<file path="src/rtl/shifter_lut_arbiter.sv">
// Round-robin arbiter sharing one registered shifter LUT among several lanes.
// Issues at most one lookup per cycle; returns the LUT result tagged with the lane id.
module shifter_lut_arbiter #(
    parameter int unsigned kNumRequesters  = 4,
    parameter int unsigned kAngleLength    = 8,
    parameter int unsigned kAccuBaseLength = 16,
    parameter int unsigned kIdLength       = 2
) (
    input  logic                                   clk,
    input  logic                                   reset,
    input  logic [kNumRequesters-1:0]              req,
    input  logic [kNumRequesters*kAngleLength-1:0] req_angle,
    output logic [kNumRequesters-1:0]              grant,
    output logic [kAngleLength-1:0]                lut_angle,
    input  logic [kAccuBaseLength-1:0]             lut_accu_base,
    output logic                                   rsp_valid,
    output logic [kIdLength-1:0]                   rsp_id,
    output logic [kAccuBaseLength-1:0]             rsp_accu_base,
    output logic                                   rsp_error,
    output logic                                   busy
);

    localparam logic [kAngleLength-1:0] kAngleLimit = kAngleLength'(180);
    localparam logic [kIdLength-1:0]    kLastInit   = kIdLength'(kNumRequesters - 1);

    logic [kNumRequesters-1:0] grant_q, grant_d;
    logic [kAngleLength-1:0]   lut_angle_q, lut_angle_d;
    logic [kIdLength-1:0]      last_q, last_d;
    logic                      s1_valid_q, s1_valid_d;
    logic [kIdLength-1:0]      s1_id_q, s1_id_d;
    logic                      s1_err_q, s1_err_d;
    logic                      rsp_valid_q;
    logic [kIdLength-1:0]      rsp_id_q;
    logic                      rsp_err_q;

    logic [kNumRequesters-1:0] elig;
    logic                      found;
    logic [kIdLength-1:0]      win;
    logic [kAngleLength-1:0]   win_angle;
    int unsigned               start;

    // The lane holding grant this cycle is masked so a held req is not granted twice.
    assign elig = req & ~grant_q;

    always_comb begin
        found     = 1'b0;
        win       = '0;
        win_angle = '0;
        start     = 32'(last_q);
        for (int unsigned i = 1; i <= kNumRequesters; i++) begin
            for (int unsigned j = 0; j < kNumRequesters; j++) begin
                if (!found && elig[j] && (j == (start + i) % kNumRequesters)) begin
                    found     = 1'b1;
                    win       = kIdLength'(j);
                    win_angle = req_angle[j*kAngleLength +: kAngleLength];
                end
            end
        end
    end

    always_comb begin
        grant_d     = '0;
        lut_angle_d = lut_angle_q;
        last_d      = last_q;
        s1_valid_d  = 1'b0;
        s1_id_d     = s1_id_q;
        s1_err_d    = s1_err_q;
        if (found) begin
            for (int unsigned j = 0; j < kNumRequesters; j++) begin
                grant_d[j] = (win == kIdLength'(j));
            end
            lut_angle_d = win_angle;
            last_d      = win;
            s1_valid_d  = 1'b1;
            s1_id_d     = win;
            s1_err_d    = (win_angle >= kAngleLimit);
        end
    end

    always_ff @(posedge clk) begin
        if (reset) begin
            grant_q     <= '0;
            lut_angle_q <= '0;
            last_q      <= kLastInit;
            s1_valid_q  <= 1'b0;
            s1_id_q     <= '0;
            s1_err_q    <= 1'b0;
            rsp_valid_q <= 1'b0;
            rsp_id_q    <= '0;
            rsp_err_q   <= 1'b0;
        end else begin
            grant_q     <= grant_d;
            lut_angle_q <= lut_angle_d;
            last_q      <= last_d;
            s1_valid_q  <= s1_valid_d;
            s1_id_q     <= s1_id_d;
            s1_err_q    <= s1_err_d;
            rsp_valid_q <= s1_valid_q;
            rsp_id_q    <= s1_id_q;
            rsp_err_q   <= s1_err_q;
        end
    end

    assign grant         = grant_q;
    assign lut_angle     = lut_angle_q;
    assign rsp_valid     = rsp_valid_q;
    assign rsp_id        = rsp_id_q;
    assign rsp_error     = rsp_err_q;
    // Out-of-range angles still look up the LUT; the result is masked here.
    assign rsp_accu_base = rsp_err_q ? '0 : lut_accu_base;
    assign busy          = s1_valid_q | rsp_valid_q;

endmodule
</file>
<file path="config.mk">
export PLATFORM = sky130hd
export DESIGN_NAME = shifter_lut_arbiter
export DESIGN_NICKNAME = d
export VERILOG_FILES = /design/src/rtl/shifter_lut_arbiter.sv
export SDC_FILE = /design/constraint.sdc
export NUM_CORES = 1
export LEC_CHECK = 0
export BUFFER_PORTS_ARGS = -buffer_cell sky130_fd_sc_hd__buf_2
export CORE_MARGIN = 2
export CORE_UTILIZATION = 49
export CTS_BUF_LIST = sky130_fd_sc_hd__clkbuf_16
export CTS_CLUSTER_DIAMETER = 60
export DETAILED_ROUTE_END_ITERATION = 10
export PLACE_DENSITY = 0.82
export SLEW_MARGIN = 0
export SYNTH_ARGS = -nofsm -noshare
export SYNTH_HDL_FRONTEND = slang
export SYNTH_SLANG_ARGS = --single-unit
</file>
<file path="constraint.sdc">
create_clock -name clk -period 3 [get_ports clk]
set_clock_uncertainty 0.05 [all_clocks]
set_input_delay 0.45 -clock clk [delete_from_list [all_inputs] [get_ports clk]]
set_output_delay 0.45 -clock clk [all_outputs]
set_load 0.02 [all_outputs]
</file>
==> reports/qor.yml, run 1 <==
status:
  outcome: "finished, final reports clean"
global_route:
  antenna_found_initial: 0
  grt_max_degree: 21
  grt_pass1_wl_mm: 11.7
  groute.usage.overall_pct: 33.4
  overflow: 0
  grt_pass1_vias: 2323
worst_setup_path:
  cp_slowest_cell: "nor4b_4"
  max_stage_delay_ns: 0.57
  critical_path_class: "reg -> reg"
  start_kind: "flip-flop"
  cp_top_family: "simple AND/OR/NAND/NOR gates"
  path_cells: "buf_4 -> nor4b_4 -> a2111oi_2 -> a221o_1 -> a21oi_1 -> a2111o_1 -> nand3_2 -> nor4_2 -> o31ai_2"
  arrival_ns: 2.76
  cp.required_ns: 3.09
  cp_max_fo: 12
  r2r-end: "s1_err_q"
  r2r_cells: 9
  critPathCapture: "s1_err_q"
  critPathBufInv: 1
  timing.rr.start: "last_q[0]"
  worst-path-stages: 9
  cp-startpoint: "last_q[0]"
  cp-end-kind: "flip-flop"
  reg2reg_setup_slack_ns: 0.33
pwr:
  leakage_nw: 1.19
  irDropWorstVdd_v: 0.000403
  p_per_area_nw_per_um2: 550
routing:
  vias_per_cell: 6.43
  vias: 2705
  detail_route.first_pass.iterations: 6
  drcViolationCount: 0
  wl_per_cell_um: 18.8
  routed_wl_mm: 7.93
  drt_iter0_drc: 274
  postRouteAntennaNets: 0
synth:
  synth_top_family_by_area: "simple AND/OR/NAND/NOR gates"
  muxShareOfSynthArea_pct: 0
  avgSynthCellArea_um2: 7.34
  synth_cell_types: 64
  synth-simple-area-share_pct: 45.3
  synth-edff-count: 0
  synth-compound-area-share_pct: 28.3
  synth_flop_cell: "dfxtp_1"
  netlist_area_um2: 2060
  syn-num-nets: 334
  synthTopCellsByArea: "dfxtp_1, nor2b_1, nand2_1, nor2_1, nor3_1"
  ys_warn_count: 0
  synthAdderAreaFrac_pct: 0
  ys_seq_area_share_pct: 21.4
  synth_xor_area_share_pct: 0
  synth_top_cell_area_share_pct: 21.4
  postSynthRegisterBits: 22
  async_reset_ff_share_pct: 0
  netlist_instances: 280
  synth_top_area_cell: "dfxtp_1"
timing:
  worst_hold_slack_ns: 0.403
  setup_tns_ns: 0
  fin_crit_sh_pct: 89.2
  rsz0062_at_grt: "no"
  hold_viol: 0
  relSlewSlack_pct: 54.1
  setup_viol: 0
  worst_pin_slew_ns: 0.683
  fmax_mhz: 374
  worst_slack_ns: 0.325
  slew_violations: 0
  period_needed_ns: 2.67
die:
  core_region_area_um2: 4030
  io_pins: 87
  rows: 23
  die_y_um: 68.8
  dieArea_um2: 4730
  initial_core_util_pct: 51.0
  die_w_um: 68.8
worst_hold_path:
  hold_path.class: "reg -> reg"
clocking:
  clock-sinks: 22
  path_clk_slew_ns: 0.06
  htreeDepth: 1
  cts_max_path_buffers: 2
  clk_latency_ns: 0.25
  numCtsBuffers: 3
  post_cts_buffers: 0
  cts_hold_buf: 0
  cts_tree: "done"
  root_buffer: "clkbuf_16"
  cts_resized: 0
place:
  dp_hpwl_mm: 6.23
  place_ws_ns: 0.336
  globalplace.congestion: 0.984
  portBuffers: 86
  place_inst: 417
final_layout:
  syn2layout_area_growth_pct: 31.8
  drive_gt1_share_pct: 34.5
  nNetsFinal: 426
  antenna_cells: 0
  fin_cells: 421
flow_run:
  cap_violations: 0
## how the worst min path moves through the flow
stage                           from          to  slack [ns]  cells past startpoint
after floorplan           s1_valid_q   rsp_valid        0.38                      1
after global placement    s1_valid_q   rsp_valid        0.39                      1
after detailed placement  s1_id_q[0]  s1_id_q[0]        0.40                      2
after CTS                 s1_id_q[0]  s1_id_q[0]        0.40                      2
after global routing      s1_id_q[0]  s1_id_q[0]        0.42                      2
final                     s1_id_q[0]  s1_id_q[0]        0.40                      2
## flip-flops by register name, indices dropped and copies added, names as in the netlist
register,cells
rsp_error,1
rsp_valid,1
last_q,2
s1_id_q,2
grant,4
s1_err_q,1
lut_angle,8
s1_valid_q,1
rsp_id,2
## layout by cell type, fill, tap and decap left out, types with 2 or more instances in the layout
master and count:
nand2_1 27, nor2_1 24, a21boi_0 2, dfxtp_1 22
nand3_1 10, clkbuf_16 3, or2_2 4, nand4_1 7
a31oi_1 4, and2_1 2, nor3b_1 2, nor2b_1 27
a311oi_1 2, a32oi_1 4, a22o_1 2, a221o_1 2
and3_1 6, nor4_1 9, nor4_2 4, a21oi_1 14
buf_2 86, buf_4 18, or3_1 3, a22oi_1 5
o21ai_0 14, inv_1 4, a211o_1 2, nand2b_1 7
o32ai_1 3, nor3_1 15, o22ai_1 4
## through the flow
| step | cell area [um^2] | power [mW] | util [%] |
|---|---|---|---|
| after global placement | 2600 | 1.11 | 64.6 |
| final | 2710 | 1.49 | 67.2 |
| after global routing | 2710 | 1.57 | 67.2 |
| after detailed placement | 2600 | 1.11 | 64.6 |
| after floorplan | 2060 | 0.874 | - |
| after CTS | 2710 | 1.48 | 67.2 |
## tightest hold or removal path: stages (launching register included)
cell	delay, ns
dfxtp_1	0.30
nand2_1	0.05
a21oi_1	0.05
## cell usage after synthesis (2+ instances only)
cell       n
a211o_1    2
a21boi_0   2
a21oi_1   14
a221o_1    2
a22o_1     2
a22oi_1    5
a311oi_1   2
a31oi_1    4
a32oi_1    4
and2_1     2
and3_1     6
buf_2      7
clkbuf_1   8
dfxtp_1   22
inv_1      4
nand2_1   27
nand2b_1   7
nand3_1   10
nand4_1    7
nor2_1    24
nor2b_1   27
nor3_1    15
nor3b_1    2
nor4_1     9
nor4_2     4
o21ai_0   14
o22ai_1    4
o32ai_1    3
or2_2      4
or3_1      3
## logic make-up after synthesis
| logic type | Yosys count |
|---|---|
| AOI/OAI and AO/OA | 77 |
| buffers and inverters | 22 |
| and+or+nand+nor | 159 |
| DFF | 22 |
## where the power goes
group          internal (mW)  switching, mW
Clock                  0.264         0.0981
Combinational          0.286          0.450
Sequential             0.343         0.0465
Total                  0.894          0.594
## layer usage
layer,track usage [%],up-vias,part of all wire (%)
met1,45.8,1247,40
met3,6.49,18,11
li1,-,1252,-
met5,0,-,0
met4,8.09,0,1.7
met2,54.0,188,47
## layout make-up
class / instances / area [um^2]
clock buffer: 3 / 75.1
clock inverter: 1 / 30.0
fill: 363 / 1320
inverter: 5 / 21.3
multi-input combinational: 236 / 1510
sequential: 22 / 440
tap: 50 / 62.6
timing repair buffer: 104 / 566
Note: power is estimated with default switching activity, not from simulation.
==> inputs of run 2 (changes only) <==
Settings changed: CORE_UTILIZATION 49 to 52, PLACE_DENSITY 0.82 to 0.86.
Clock period 3 ns to 3.3 ns, I/O delays scaled along.
==> run 2 against run 1 <==
- sequential power fell by 8.2%
- clock-buffer cell count unchanged
- final cell count fell by 0.95%
- worst hold slack lost 0.0028 ns
- sequential cell count stayed put
- utilization is 4.0 points higher
- global-route usage up 1.6 points
- die area fell by 5.4%
==> reports/qor.yml, run 2 (synthesized netlist as in run 1, its figures left out) <==
clocking:
  path_clk_slew_ns: 0.06
  root_buffer: "clkbuf_16"
  cts_hold_buf: 0
  cts_resized: 0
  post_cts_buffers: 0
  numCtsBuffers: 3
  clock-sinks: 22
  cts_tree: "done"
  htreeDepth: 1
  cts_max_path_buffers: 2
  clk_latency_ns: 0.25
final_layout:
  stdcell_area_um2: 2670
  drive_gt1_share_pct: 33.9
  final_common_cell: "buf_2"
  antenna_cells: 0
  fillers: 323
  seq_area_um2: 440
  nNetsFinal: 424
  multiInputGateArea_um2: 1510
  syn2layout_area_growth_pct: 29.6
  fin_util_pct: 71.2
  final_cell_mix: "buf_2, nor2b_1, nand2_1, nor2_1, dfxtp_1"
  fin_cells: 417
  largest_register_ffs: 8
timing:
  rsz0062_at_grt: "no"
  relSlewSlack_pct: 44.6
  fin_crit_sh_pct: 88.1
  worst_hold_slack_ns: 0.400
  worst_slack_ns: 0.392
  setup_tns_ns: 0
  hold_viol: 0
  period_needed_ns: 2.91
  slew_violations: 0
  setup_viol: 0
  fmax_mhz: 344
  worst_pin_slew_ns: 0.825
worst_setup_path:
  cp_max_fo: 23
  cp-end-kind: "flip-flop"
  critical_path_class: "reg -> reg"
  cp.required_ns: 3.41
  arrival_ns: 3.02
  start_kind: "flip-flop"
global_route:
  groute.usage.overall_pct: 35.0
  grt_max_degree: 24
  grt_pass1_wl_mm: 11.8
  overflow: 0
  antenna_found_initial: 0
  grt_pass1_vias: 2478
routing:
  postRouteAntennaNets: 0
  wl_per_cell_um: 18.5
  routed_wl_mm: 7.71
  detail_route.first_pass.iterations: 5
  vias: 2778
  vias_per_cell: 6.66
  drt_iter0_drc: 353
  drcViolationCount: 0
place:
  place_inst: 413
  dp_hpwl_mm: 5.97
  post_dp_cell_area_um2: 2590
  globalplace.congestion: 1.12
  place_ws_ns: 0.517
  portBuffers: 86
die:
  io_pins: 87
  core_region_area_um2: 3740
  rows: 22
  initial_core_util_pct: 54.9
  die_y_um: 66.9
  dieArea_um2: 4470
  die_w_um: 66.9
pwr:
  irDropWorstVdd_v: 0.000365
  p_total_mw: 1.27
  leakage_nw: 1.17
  p_per_area_nw_per_um2: 475
worst_hold_path:
  hold_path.class: "reg -> reg"
flow_run:
  cap_violations: 0
status:
  outcome: "finished, final reports clean"
[run 2: cell count changes in the layout (fill, tap and decap cells not counted), sizes merged]
| cell | before | now |
|---|---|---|
| buf | 104 | 102 |
| bufinv | 1 | 0 |
| clkinv | 0 | 1 |
[run 2: routing by layer]
layer / vias up / global-route usage (%) / part of all wire, %
met5: - / 0 / 0
met4: 0 / 15.8 / 4.5
met3: 40 / 9.97 / 13
met2: 231 / 56.0 / 45
met1: 1254 / 43.4 / 37
li1: 1253 / - / -
[run 2: where the power goes]
| group | internal (mW) | switching, mW | total [mW] |
|---|---|---|---|
| Sequential | 0.312 | 0.0465 | 0.358 |
| Combinational | 0.259 | 0.403 | 0.662 |
| Clock | 0.161 | 0.0852 | 0.246 |
| Total | 0.732 | 0.534 | 1.27 |
[run 2: layout make-up]
cell class | instances | area share [%]
Clock inverter | 1 | 0.141
Timing Repair Buffer | 102 | 20.7
Sequential cell | 22 | 16.5
Clock buffer | 3 | 2.82
Inverter | 5 | 0.798
Tap cell | 48 | 2.25
Multi-Input combinational cell | 236 | 56.8
[run 2: critical path: stages (launching register included)]
cell      delay [ns]
dfxtp_1         0.79
nand2b_1        0.35
nor3_1          0.54
a221o_1         0.26
a21oi_1         0.05
a2111o_1        0.40
nand3_2         0.10
nor4_2          0.06
o31ai_2         0.22
[run 2: worst paths after layout]
kind / from / to / slack (ns) / depth (start not counted)
max reg2reg: last_q[0] / s1_err_q / 0.39 / 8
min reg2reg: lut_angle[3] / lut_angle[3] / 0.40 / 2
min: lut_angle[3] / lut_angle[3] / 0.40 / 2
max: last_q[0] / s1_err_q / 0.39 / 8
